`src/rtl/regfile_pkg.sv`:
```
// Purpose: shared register-file constants and types for the MIPS writeback path.
// Latency: n/a (definitions only).
// Backpressure: n/a (definitions only).
package regfile_pkg;

  localparam int REG_COUNT  = 32;
  localparam int REG_ADDR_W = 5;
  localparam int REG_DATA_W = 32;
  localparam int ZERO_REG   = 0;

  // One bit per architectural register.
  typedef logic [REG_COUNT-1:0] reg_mask_t;

  // Set bit r of a register mask. Bit ZERO_REG is never set, because $zero is never written.
  function automatic reg_mask_t reg_bit(input logic [REG_ADDR_W-1:0] r);
    reg_mask_t m;
    m = '0;
    if (r != REG_ADDR_W'(ZERO_REG)) m[r] = 1'b1;
    return m;
  endfunction

endpackage

```
`src/rtl/rr_arbiter.sv`:
```
// Purpose: combinational round-robin arbiter; one-hot grant, search starts after last_grant.
// Latency: zero cycles (pure combinational).
// Backpressure: none; the caller owns the pointer and the eligibility vector.
module rr_arbiter #(
  parameter int N     = 3,
  parameter int IDX_W = (N > 1) ? $clog2(N) : 1
) (
  input  logic [N-1:0]     req,
  input  logic [IDX_W-1:0] last_grant,
  output logic [N-1:0]     grant,
  output logic [IDX_W-1:0] grant_idx,
  output logic             grant_vld
);

  int idx;

  // Walk last_grant+1 .. last_grant+N (mod N) and take the first requester that is set.
  always_comb begin
    grant     = '0;
    grant_idx = '0;
    grant_vld = 1'b0;
    idx       = 0;
    for (int k = 1; k <= N; k++) begin
      idx = (int'(last_grant) + k) % N;
      if (!grant_vld && req[idx]) begin
        grant[idx] = 1'b1;
        grant_idx  = IDX_W'(idx);
        grant_vld  = 1'b1;
      end
    end
  end

endmodule

```
`src/rtl/regfile_write_arbiter.sv`:
```
// Purpose: shares the register-file write port between NUM_REQ writeback sources.
// Latency: accept at edge k, earliest reg_write after edge k+1, file written at edge k+2.
// Backpressure: req_ready[i] = buffer empty or being drained this cycle (refill in same cycle).
module regfile_write_arbiter
  import regfile_pkg::*;
#(
  parameter int NUM_REQ = 3,
  parameter int DATA_W  = REG_DATA_W,
  parameter int ADDR_W  = REG_ADDR_W
) (
  input  logic                      clock,
  input  logic                      reset,
  input  logic [NUM_REQ-1:0]        req_valid,
  output logic [NUM_REQ-1:0]        req_ready,
  input  logic [NUM_REQ*ADDR_W-1:0] req_addr,
  input  logic [NUM_REQ*DATA_W-1:0] req_data,
  output logic                      reg_write,
  output logic [ADDR_W-1:0]         write_register,
  output logic [DATA_W-1:0]         write_data,
  output logic [REG_COUNT-1:0]      busy
);

  localparam int IDX_W = $clog2(NUM_REQ);

  // Per-requester one-entry buffers.
  logic [NUM_REQ-1:0] full;
  logic [ADDR_W-1:0]  ent_addr [NUM_REQ];
  logic [DATA_W-1:0]  ent_data [NUM_REQ];
  logic [NUM_REQ-1:0] load;

  // Arbitration state and result.
  logic [IDX_W-1:0]   last_grant;
  logic [NUM_REQ-1:0] grant;
  logic [IDX_W-1:0]   grant_idx;
  logic               grant_vld;

  rr_arbiter #(
    .N     (NUM_REQ),
    .IDX_W (IDX_W)
  ) u_rr_arbiter (
    .req        (full),
    .last_grant (last_grant),
    .grant      (grant),
    .grant_idx  (grant_idx),
    .grant_vld  (grant_vld)
  );

  // A buffer being drained this cycle can take a new write at the same edge.
  assign req_ready = ~full | grant;

  // Accepted writes to $zero are consumed but never stored.
  always_comb begin
    load = '0;
    for (int i = 0; i < NUM_REQ; i++) begin
      load[i] = req_valid[i] & req_ready[i] &
                (req_addr[i*ADDR_W +: ADDR_W] != ADDR_W'(ZERO_REG));
    end
  end

  // Buffer update: a load wins over the clear from a same-cycle grant.
  always_ff @(posedge clock or posedge reset) begin
    if (reset) begin
      full <= '0;
      for (int i = 0; i < NUM_REQ; i++) begin
        ent_addr[i] <= '0;
        ent_data[i] <= '0;
      end
    end else begin
      for (int i = 0; i < NUM_REQ; i++) begin
        if (load[i]) begin
          full[i]     <= 1'b1;
          ent_addr[i] <= req_addr[i*ADDR_W +: ADDR_W];
          ent_data[i] <= req_data[i*DATA_W +: DATA_W];
        end else if (grant[i]) begin
          full[i] <= 1'b0;
        end
      end
    end
  end

  // Write stage: one registered register-file write per grant; address/data hold when idle.
  always_ff @(posedge clock or posedge reset) begin
    if (reset) begin
      reg_write      <= 1'b0;
      write_register <= '0;
      write_data     <= '0;
      last_grant     <= IDX_W'(NUM_REQ - 1);
    end else if (grant_vld) begin
      reg_write      <= 1'b1;
      write_register <= ent_addr[grant_idx];
      write_data     <= ent_data[grant_idx];
      last_grant     <= grant_idx;
    end else begin
      reg_write <= 1'b0;
    end
  end

  // Busy mask: destinations sitting in a buffer or in the write stage; $zero never busy.
  always_comb begin
    busy = '0;
    for (int i = 0; i < NUM_REQ; i++) begin
      if (full[i]) busy = busy | reg_bit(REG_ADDR_W'(ent_addr[i]));
    end
    if (reg_write) busy = busy | reg_bit(REG_ADDR_W'(write_register));
  end

endmodule

```
`config.mk`:
```
export PLATFORM = sky130hd
export DESIGN_NAME = regfile_write_arbiter
export DESIGN_NICKNAME = d
export VERILOG_FILES = /design/src/rtl/regfile_pkg.sv /design/src/rtl/rr_arbiter.sv /design/src/rtl/regfile_write_arbiter.sv
export SDC_FILE = /design/constraint.sdc
export NUM_CORES = 1
export LEC_CHECK = 0
export ABC_CLOCK_PERIOD_IN_PS = 16900
export BUFFER_PORTS_ARGS = -buffer_cell sky130_fd_sc_hd__buf_2
export CAP_MARGIN = 10
export CORE_ASPECT_RATIO = 0.8
export CORE_MARGIN = 10
export CORE_UTILIZATION = 42
export DETAILED_ROUTE_END_ITERATION = 12
export GPL_ROUTABILITY_DRIVEN = 0
export PLACE_DENSITY = 0.63
export SLEW_MARGIN = 20
export SYNTH_ARGS = -nofsm -noshare
export SYNTH_HDL_FRONTEND = slang
export SYNTH_SLANG_ARGS = --single-unit
```
`constraint.sdc`:
```
create_clock -name clock -period 16.9 [get_ports clock]
set_clock_uncertainty 0.15 [all_clocks]
set_input_delay 3.38 -clock clock [delete_from_list [all_inputs] [get_ports clock]]
set_output_delay 3.38 -clock clock [all_outputs]
set_load 0.02 [all_outputs]
```
# [Yosys cells after proc, flatten, opt, wreduce, memory -nomap -nowiden]
# Cells that the tools add are included.
[classes] bitwise=14 order_cmp=15 div_mod_pow=3 reduce_logical=21 n_mux=56 addsub=3
[op_table] op="32-bit two-way mux" n=13
[op_table] op="32-bit by 1-bit greater-or-equal comparator with 1-bit output, second input constant" n=3
[op_table] op="32-bit by 4-bit < comparator with 1-bit output, second input constant" n=3
[op_table] op="32-bit by 3-bit modulo with 32-bit output, second input constant" n=3
[op_table] op="32-bit bitwise OR" n=3
[op_table] op="32-bit binary-select mux with 2-bit select" n=1
[op_table] op="5-bit nonzero test" n=7
[op_table] op="5-bit by 6-bit < comparator with 1-bit output, second input constant" n=4
[op_table] op="1-bit two-way mux" n=23
[op_table] op="1-bit demux with 5-bit select" n=4
[op_table] op="5-bit by 1-bit greater-or-equal comparator with 1-bit output, second input constant" n=4
[op_table] op="5-bit binary-select mux with 2-bit select" n=1
[op_table] op="5-bit two-way mux" n=2
[op_table] op="1-bit logical AND" n=9
[op_table] op="3-bit two-way mux" n=3
[op_table] op="3-bit bitwise OR" n=3
[op_table] op="2-bit by 2-bit adder with 3-bit output, second input constant" n=2
[op_table] op="1-bit AND" n=6
[op_table] op="1-bit binary-select mux with 2-bit select" n=3
[op_table] op="1-bit demux with 2-bit select" n=3
[op_table] op="2-bit two-way mux" n=3
[op_table] op="2-bit nonzero test" n=3
[op_table] op="2-bit by 1-bit adder with 3-bit output, second input constant" n=1
[op_table] op="3-bit greater-or-equal comparator, second input constant" n=1
[op_table] op="3 further kinds" n=4
[totals] ff_bits=154 inputBits=116 output_inout_bits=73

# [Longest topological paths before layout]
# Gate-level depths: netlist of run 1.
[logic_depth] depth_word=16 ltp_mapped=12 mapped_depth_nobuf=8

# [Modules after synthesis]
# From an unflattened synthesis of run 1, not the netlist that was laid out.
[hier_totals] cells_unflattened=660 hier_area_um2=7841.3
[modules_own_cells] mod="regfile_write_arbiter" seq_area_each_um2=3854.9 cells_each=620 area_per_inst_um2=7559.8 instances=1
[modules_own_cells] mod="rr_arbiter" seq_area_each_um2=0.0 cells_each=40 area_per_inst_um2=281.5 instances=1

# [Least setup slack after synthesis of run 1]
# No wires, ideal clock.
[synth_path] path_type="flip-flop to output port" from="register last_grant[1]" to="output req_ready[1]" required_time_ps=13370 path_stages_with_launch=7 arrival_time_ps=2197 path_slack_ps=11173 cell_sequence="dfstp_2 > ha_1 > buf_2 > buf_4 > or3_1 > o21a_1 > o21ai_0"
[synth_between] elab_chain_cells=13 word_cells_on_any_way=42
[synth_rtl] element="start: declaration" line_no="regfile_write_arbiter.sv:32" text="logic [IDX_W-1:0] last_grant;"
[synth_rtl] element="start signal: assignment" line_no="regfile_write_arbiter.sv:87" text="last_grant <= IDX_W'(NUM_REQ - 1);"
[synth_rtl] element="start signal: assignment" line_no="regfile_write_arbiter.sv:92" text="last_grant <= grant_idx;"
[synth_rtl] element="parallel branches: the longest is 11 deep, another holds 32-bit by 3-bit modulo with 32-bit output"
[synth_rtl] element="3-bit two-way mux (*)" line_no="rr_arbiter.sv:25" text="if (!grant_vld && req[idx]) begin"
[synth_rtl] element="3-bit bitwise OR (*)" line_no="regfile_write_arbiter.sv:49" text="assign req_ready = ~full | grant;"
[synth_rtl] element="end: declaration" line_no="regfile_write_arbiter.sv:14" text="output logic [NUM_REQ-1:0] req_ready,"
# Mark *: on every way between the ends. The select of a mux whose other input is x is not followed.

# [Worst setup path in the final report of run 1]
[layout_path] from="register last_grant[0]" to="output req_ready[1]"
# The elaborated chain is that of the path after synthesis.

==> results of run 1 <==
==> routing by layer <==
layer	wire (um)	vias up
li1	-	2906
met1	11000	3182
met2	10700	350
met3	2470	31
met4	212	2
met5	13	-
==> cells by family after synthesis <==
| group | Yosys count |
|---|---|
| muxes | 104 |
| adders and majority gates | 4 |
| DFF | 154 |
| AOI/OAI and AO/OA | 181 |
| and+or+nand+nor | 173 |
| buffers and inverters | 63 |
| other | 1 |
==> through the flow <==
| stage | hold slack (ns) | setup WS [ns] | std cells | util [%] |
|---|---|---|---|---|
| 2_1_floorplan | 0.308 | 9.22 | 680 | - |
| 3_3_place_gp | 0.323 | 10.94 | 1075 | 48.3 |
| 3_5_place_dp | 0.326 | 10.90 | 1075 | 48.3 |
| 4_1_cts | 0.342 | 10.44 | 1107 | 51.8 |
| 5_1_grt | 0.365 | 10.27 | 1107 | 51.8 |
| 6_report | 0.336 | 10.41 | 1108 | 51.8 |
==> synth_stat cells (7+ instances only) <==
library cell,number
mux2_4,30
nand2_1,72
a221o_1,16
a21oi_1,16
buf_2,15
clkbuf_1,20
a31oi_1,19
buf_6,7
nor3_1,11
nor2_1,26
o211ai_1,11
nand3b_1,12
dfrtp_1,153
o22ai_1,40
a222oi_1,15
o21ai_0,15
inv_1,12
mux2_2,67
o21ai_1,7
==> final timing paths <==
| kind | slack (ns) | cells after the start | end | startpoint |
|---|---|---|---|---|
| max reg2reg | 13.20 | 8 | ent_data[30] | last_grant[0] |
| max | 10.41 | 6 | req_ready[1] | last_grant[0] |
| min in group asynchronous | 2.92 | 2 | ent_data[46] | reset |
| min reg2reg | 0.34 | 1 | ent_data[65] | ent_data[65] |
| min | 0.34 | 1 | ent_data[65] | ent_data[65] |
| max in group asynchronous | 12.29 | 3 | ent_data[52] | reset |
==> placed cells by master, fill, tap and decap left out, types with 4 or more instances in the layout <==
cell	Yosys	final
or3b_2	6	6
o221ai_1	6	6
o2bb2ai_1	5	5
a32o_1	6	6
and2_1	6	6
nor3b_1	4	4
buf_2	15	187
dfrtp_1	153	153
buf_4	6	6
o211ai_1	11	11
nor3_1	11	11
clkbuf_16	0	17
nand3b_1	12	12
a222oi_1	15	15
o22ai_1	40	40
nand2_1	72	72
nor2b_1	6	5
a31oi_1	19	19
inv_1	12	11
a221o_1	16	16
o21ai_1	7	6
ha_1	4	4
and3_1	5	5
nor2_1	26	26
nand3_1	6	6
a21oi_1	16	16
mux2_2	67	67
mux2_4	30	30
mux2_1	4	4
inv_6	0	6
o21ai_0	15	15
a22oi_1	4	4
nand2b_1	4	4
==> registers in the layout, summed over array words and instances, names as in the netlist <==
name,cells
last_grant,2
ent_data,96
write_data,32
full,3
reg_write,1
write_register,5
ent_addr,15
==> area by class of cell <==
| type | count | share of cell area [%] |
|---|---|---|
| inverter | 12 | 0.530 |
| multi-input combinational | 463 | 38.2 |
| sequential | 154 | 40.8 |
| clock inverter | 15 | 2.16 |
| antenna | 1 | 0.0265 |
| timing repair buffer | 193 | 10.4 |
| clock buffer | 17 | 4.51 |
| tap | 253 | 3.35 |
==> report_power, final <==
part / leakage (nW) / total, mW / switching [mW] / internal, mW
sequential: 1.81 / 0.729 / 0.154 / 0.575
combinational: 2.10 / 1.34 / 0.796 / 0.546
clock: 0.298 / 0.406 / 0.168 / 0.238
total: 4.20 / 2.48 / 1.12 / 1.36
==> worst max-delay path, delay by kind of cell (launching register included) <==
kind	cells	cell delay (ns)
fa+ha+maj	1	0.61
simple gates	1	0.58
compound gates	2	0.61
flops	1	0.38
buf+inv	2	0.37
==> results.yml, run 1 <==
clock_network:
  cts_hold_repair.buffers: 0
  cts_tree: "done"
  h-tree-depth: 4
  clkSinkCount: 154
  post_cts.repair.setup_buffers: 0
  clk_root_buffer_cell: "clkbuf_16"
  cts_buffers: 17
  clkTransAtPathRegs_ns: 0.07
  max-clock-path-buffers: 2
  insertion_delay_ns: 0.42
  postCtsResizedCells: 0
sta:
  period_minus_slack_ns: 6.49
  drv_slew: 0
  grt_setup_unrepaired: "no"
  worst_pin_slew_ns: 1.26
  max_slew_margin_pct: 15.6
  finalHoldViolCount: 0
  layout_worst_path_cycle_share_pct: 38.4
  number_of_setup_violations_in_the_final_report: 0
  final.setup.tns_ns: 0
  max_freq_ghz: 0.154
synthesis:
  synth.area.mux_share_pct: 16.4
  synth.yosys.seq_area_share_pct: 49.3
  synth_enable_flop_cells: 0
  synth-main-ff-cell: "dfrtp_1"
  synth_xor_xnor_area_share_pct: 0
  ys_top_cells_by_area: "dfrtp_1, mux2_2, mux2_4, nand2_1, o22ai_1"
  synth-adder-area-share_pct: 0.640
  synth_compound_area_share_pct: 17.6
  synth.net_count: 800
  synth-async-reset-ratio_pct: 100
  syn-mean-instance-area_um2: 11.5
  synth_top_cell_area_share_pct: 49.0
  synthesis.yosys.warnings: 0
  synth.distinct_cells: 61
  syn-instance-count: 680
  synth_top_area_cell: "dfrtp_1"
  synth_top_family_by_area: "compound AO/OA/AOI/OAI gates"
  syn-cell-area_mm2: 0.00781
  post_synth_and_or_nand_nor_area_fraction_pct: 11.1
  flops_latches_synth: 154
final_layout:
  multiInputGateArea_mm2: 0.00361
  area_growth_pct: 20.8
  layout.area.seq_mm2: 0.00385
  nNetsFinal: 961
  filler_cell_count: 1633
  layout-drive-gt1-share_pct: 40.3
  design_area_mm2: 0.00944
grt:
  number_of_antenna_violations_at_the_first_check_in_global_routing: 2
  maximum_number_of_pins_on_one_net_before_global_route_repair: 84
  grt.total_usage_pct: 19.2
  use_met3_pct: 6.97
  grt_remaining_overflow: 0
  global_route_wire_length_before_repair_um: 37400
  grtUsageMet1_pct: 26.9
  first_global_vias: 6377
  gr-max-usage-layer: "met2"
  global_route_track_usage_on_met2_pct: 28.0
die:
  ioPinCount: 189
  floorplan.core_area_mm2: 0.0182
  die_width_um: 173
  initial_core_util_pct: 42.9
  die_y_um: 142
  rows: 44
  dieArea_mm2: 0.0245
routing:
  route.final.wire_length_um: 24300
  number_of_drc_markers_in_iteration_0: 793
  detail-route-antenna-nets: 0
  drt_first_pass_iters: 6
  wl_per_cell_um: 22.0
  detail_route.vias_per_cell: 5.84
  number_of_vias_after_detailed_routing: 6471
  detail_route.drc_violations: 0
run_status:
  outcome: "completed"
setup_path:
  worst-path-max-fanout: 26
  worst_path_max_delay_cell: "ha_1"
  timing.critical_path.from_type: "flop"
  critPathKind: "flop to output port"
  critPathMaxStageDelay_ns: 0.61
  required_ns: 13.37
  path_cells: "inv_1 > ha_1 > or3_1 > o21a_1 > o21ai_0 > buf_2"
  cp_data_arrival_time_ns: 2.96
  worst_setup_path_end_kind: "output port"
placement:
  placed_area_mm2: 0.00881
  port-buffer-count: 187
  place_hpwl_um: 16900
pwr:
  power_density_mw_per_mm2: 262
  vdd_ir_drop_max_mv: 0.108
  leakage_power_of_the_design_nw: 4.20
  power_total_mw: 2.48
job:
  drv.max_cap_violation_count: 0
hold_path:
  min_path_type: "flop to flop"
Note: power is estimated with default switching activity, not from simulation.
==> inputs of run 2 (changes only) <==
--- a/config.mk
+++ b/config.mk
@@ -5,7 +5,7 @@
 export SDC_FILE = /design/constraint.sdc
 export NUM_CORES = 1
 export LEC_CHECK = 0
-export ABC_CLOCK_PERIOD_IN_PS = 16900
+export ABC_CLOCK_PERIOD_IN_PS = 5200
 export BUFFER_PORTS_ARGS = -buffer_cell sky130_fd_sc_hd__buf_2
 export CAP_MARGIN = 10
 export CORE_ASPECT_RATIO = 0.8
@@ -13,7 +13,7 @@
 export CORE_UTILIZATION = 42
 export DETAILED_ROUTE_END_ITERATION = 12
 export GPL_ROUTABILITY_DRIVEN = 0
-export PLACE_DENSITY = 0.63
+export PLACE_DENSITY = 0.66
 export SLEW_MARGIN = 20
 export SYNTH_ARGS = -nofsm -noshare
 export SYNTH_HDL_FRONTEND = slang
==> constraint.sdc (replaced) <==
create_clock -name clock -period 5.2 [get_ports clock]
set_clock_uncertainty 0.15 [all_clocks]
set_input_delay 1.04 -clock clock [delete_from_list [all_inputs] [get_ports clock]]
set_output_delay 1.04 -clock clock [all_outputs]
set_load 0.02 [all_outputs]
==> run 2 against run 1 <==
- sequential power rose to 3.3 times the previous value
- count of clock-buffer cells in the layout increased by 2
- routed wire length is 1.1% lower
- worst setup slack lost 9.2 ns
- register-to-register slack worse by 12 ns
- clock power grew to 3.0 times the previous value
- combinational power rose to 3.3 times the previous value
- first-iteration DRC count down 6.8%
- power increased to 3.2 times the previous value
- die area is the same
- cell count stayed put
- critical path depth did not move
- critical path type unchanged
- critical endpoint is now req_ready[2]
- largest power group unchanged
==> results.yml, run 2 (synthesis gave the netlist of run 1 again) <==
sta:
  max_slew_margin_pct: 25.5
  layout_worst_path_cycle_share_pct: 77.5
  grt_setup_unrepaired: "no"
  max_freq_ghz: 0.248
  worst_pin_slew_ns: 1.12
  drv_slew: 0
  final.setup.tns_ns: 0
  number_of_setup_violations_in_the_final_report: 0
  period_minus_slack_ns: 4.03
  finalHoldViolCount: 0
final_layout:
  filler_cell_count: 1633
  layout-drive-gt1-share_pct: 40.2
  number_of_flip_flops_in_the_largest_register: 96
  mostFrequentLayoutCell: "buf_2"
  nNetsFinal: 961
  layout.area.seq_mm2: 0.00385
  area_growth_pct: 20.4
  regMostFlops: "ent_data"
  design_area_mm2: 0.00941
  multiInputGateArea_mm2: 0.00360
  most_used_cells_in_the_layout_excluding_fill_and_tap_cells: "buf_2, dfrtp_1, nand2_1, mux2_2, o22ai_1"
  reg.largest.list: "ent_data: 96 flops, write_data: 32 flops, ent_addr: 15 flops"
placement:
  port-buffer-count: 187
  placed_area_mm2: 0.00884
  place_hpwl_um: 16600
routing:
  detail-route-antenna-nets: 0
  detail_route.vias_per_cell: 5.82
  route.final.wire_length_um: 24100
  detail_route.drc_violations: 0
  number_of_drc_markers_in_iteration_0: 739
  number_of_vias_after_detailed_routing: 6451
  drt_first_pass_iters: 6
  wl_per_cell_um: 21.7
pwr:
  intPower_mw: 4.36
  share_seq_of_total_power_pct: 29.9
  power.share.combinational_pct: 54.9
  leakage_power_of_the_design_nw: 4.18
  p_sw_mw: 3.57
  power.share.switching_pct: 45.0
  portion_of_total_power_attributed_to_the_clock_network_pct: 15.1
  power_density_mw_per_mm2: 843
  vdd_ir_drop_max_mv: 0.385
die:
  floorplan.core_area_mm2: 0.0182
  die_width_um: 173
  die_y_um: 142
  initial_core_util_pct: 42.9
  ioPinCount: 189
  rows: 44
  dieArea_mm2: 0.0245
clock_network:
  clkTransAtPathRegs_ns: 0.06
  insertion_delay_ns: 0.42
  max-clock-path-buffers: 2
  post_cts.repair.setup_buffers: 0
  clkSinkCount: 154
  cts_buffers: 17
  postCtsResizedCells: 0
  h-tree-depth: 4
  clk_root_buffer_cell: "clkbuf_16"
  cts_hold_repair.buffers: 0
  cts_tree: "done"
job:
  drv.max_cap_violation_count: 0
grt:
  first_global_vias: 6568
  number_of_antenna_violations_at_the_first_check_in_global_routing: 2
  global_route_wire_length_before_repair_um: 37700
  grt_remaining_overflow: 0
  grt.total_usage_pct: 19.2
  maximum_number_of_pins_on_one_net_before_global_route_repair: 114
setup_path:
  cp_data_arrival_time_ns: 2.84
  worst-path-max-fanout: 26
  rrSetupSlack_ns: 1.59
  timing.critical_path.from_type: "flop"
  critPathKind: "flop to output port"
  required_ns: 4.01
  worst_setup_path_end_kind: "output port"
run_status:
  outcome: "completed"
hold_path:
  min_path_type: "flop to flop"
-- run 2: cell types whose count changed in the layout (fill, tap and decap cells not counted), moves of 2 or more --
cell,previous run,this run
buf_4,6,4
clkinvlp_4,3,5
bufinv_16,3,1
clkbuf_8,0,2
inv_6,6,2
clkinv_2,0,4
-- run 2: worst paths after layout --
path,from,end,depth (start not counted)
setup / recovery,last_grant[0],req_ready[2],6
hold reg to reg,ent_data[65],ent_data[65],1
max in group asynchronous,reset,write_register[0],3
setup reg to reg,last_grant[0],ent_data[31],8
min in group asynchronous,reset,ent_data[74],2
hold / removal,ent_data[65],ent_data[65],1
-- run 2: power groups by stage --
stage	Combinational (mW)	Clock (mW)	Sequential [mW]
6_report	4.36	1.20	2.37
4_1_cts	4.36	1.22	2.36
3_3_place_gp	4.25	0	2.36
2_1_floorplan	3.25	0	2.33
3_5_place_dp	4.34	0	2.37
5_1_grt	4.73	1.27	2.45
-- run 2: layout make-up --
type	count	area share [%]
clock inverter	13	1.25
inverter	12	0.518
tap	253	3.36
timing repair buffer	193	10.8
sequential	154	41.0
antenna	1	0.0266
multi-input combinational	463	38.3
clock buffer	19	4.81
-- run 2: per-layer routing --
metal | GRT usage (%) | vias to the layer above | part of all wire (%)
li1 | - | 2900 | -
met1 | 25.6 | 3179 | 44
met3 | 5.99 | 57 | 8.6
met5 | 0 | - | 0.054
met4 | 6.12 | 2 | 2.6
met2 | 29.2 | 313 | 45
-- run 2: metrics by stage --
stage / total power [mW] / std cells / hold slack, ns / setup WS [ns] / util [%]
2_1_floorplan: 5.58 / 680 / 0.308 / 1.81 / -
3_3_place_gp: 6.61 / 1074 / 0.318 / 1.69 / 48.4
3_5_place_dp: 6.72 / 1075 / 0.331 / 1.65 / 48.5
4_1_cts: 7.95 / 1107 / 0.346 / 1.18 / 51.6
5_1_grt: 8.45 / 1108 / 0.361 / 0.974 / 51.6
6_report: 7.93 / 1108 / 0.343 / 1.17 / 51.6
-- run 2: worst max-delay path, cell delays in order (launching register included) --
cell and delay [ns]:
dfrtp_1 0.37, inv_1 0.09, ha_1 0.82, nand2b_1 0.24, o221ai_2 0.14, o311ai_4 0.50
buf_2 0.25
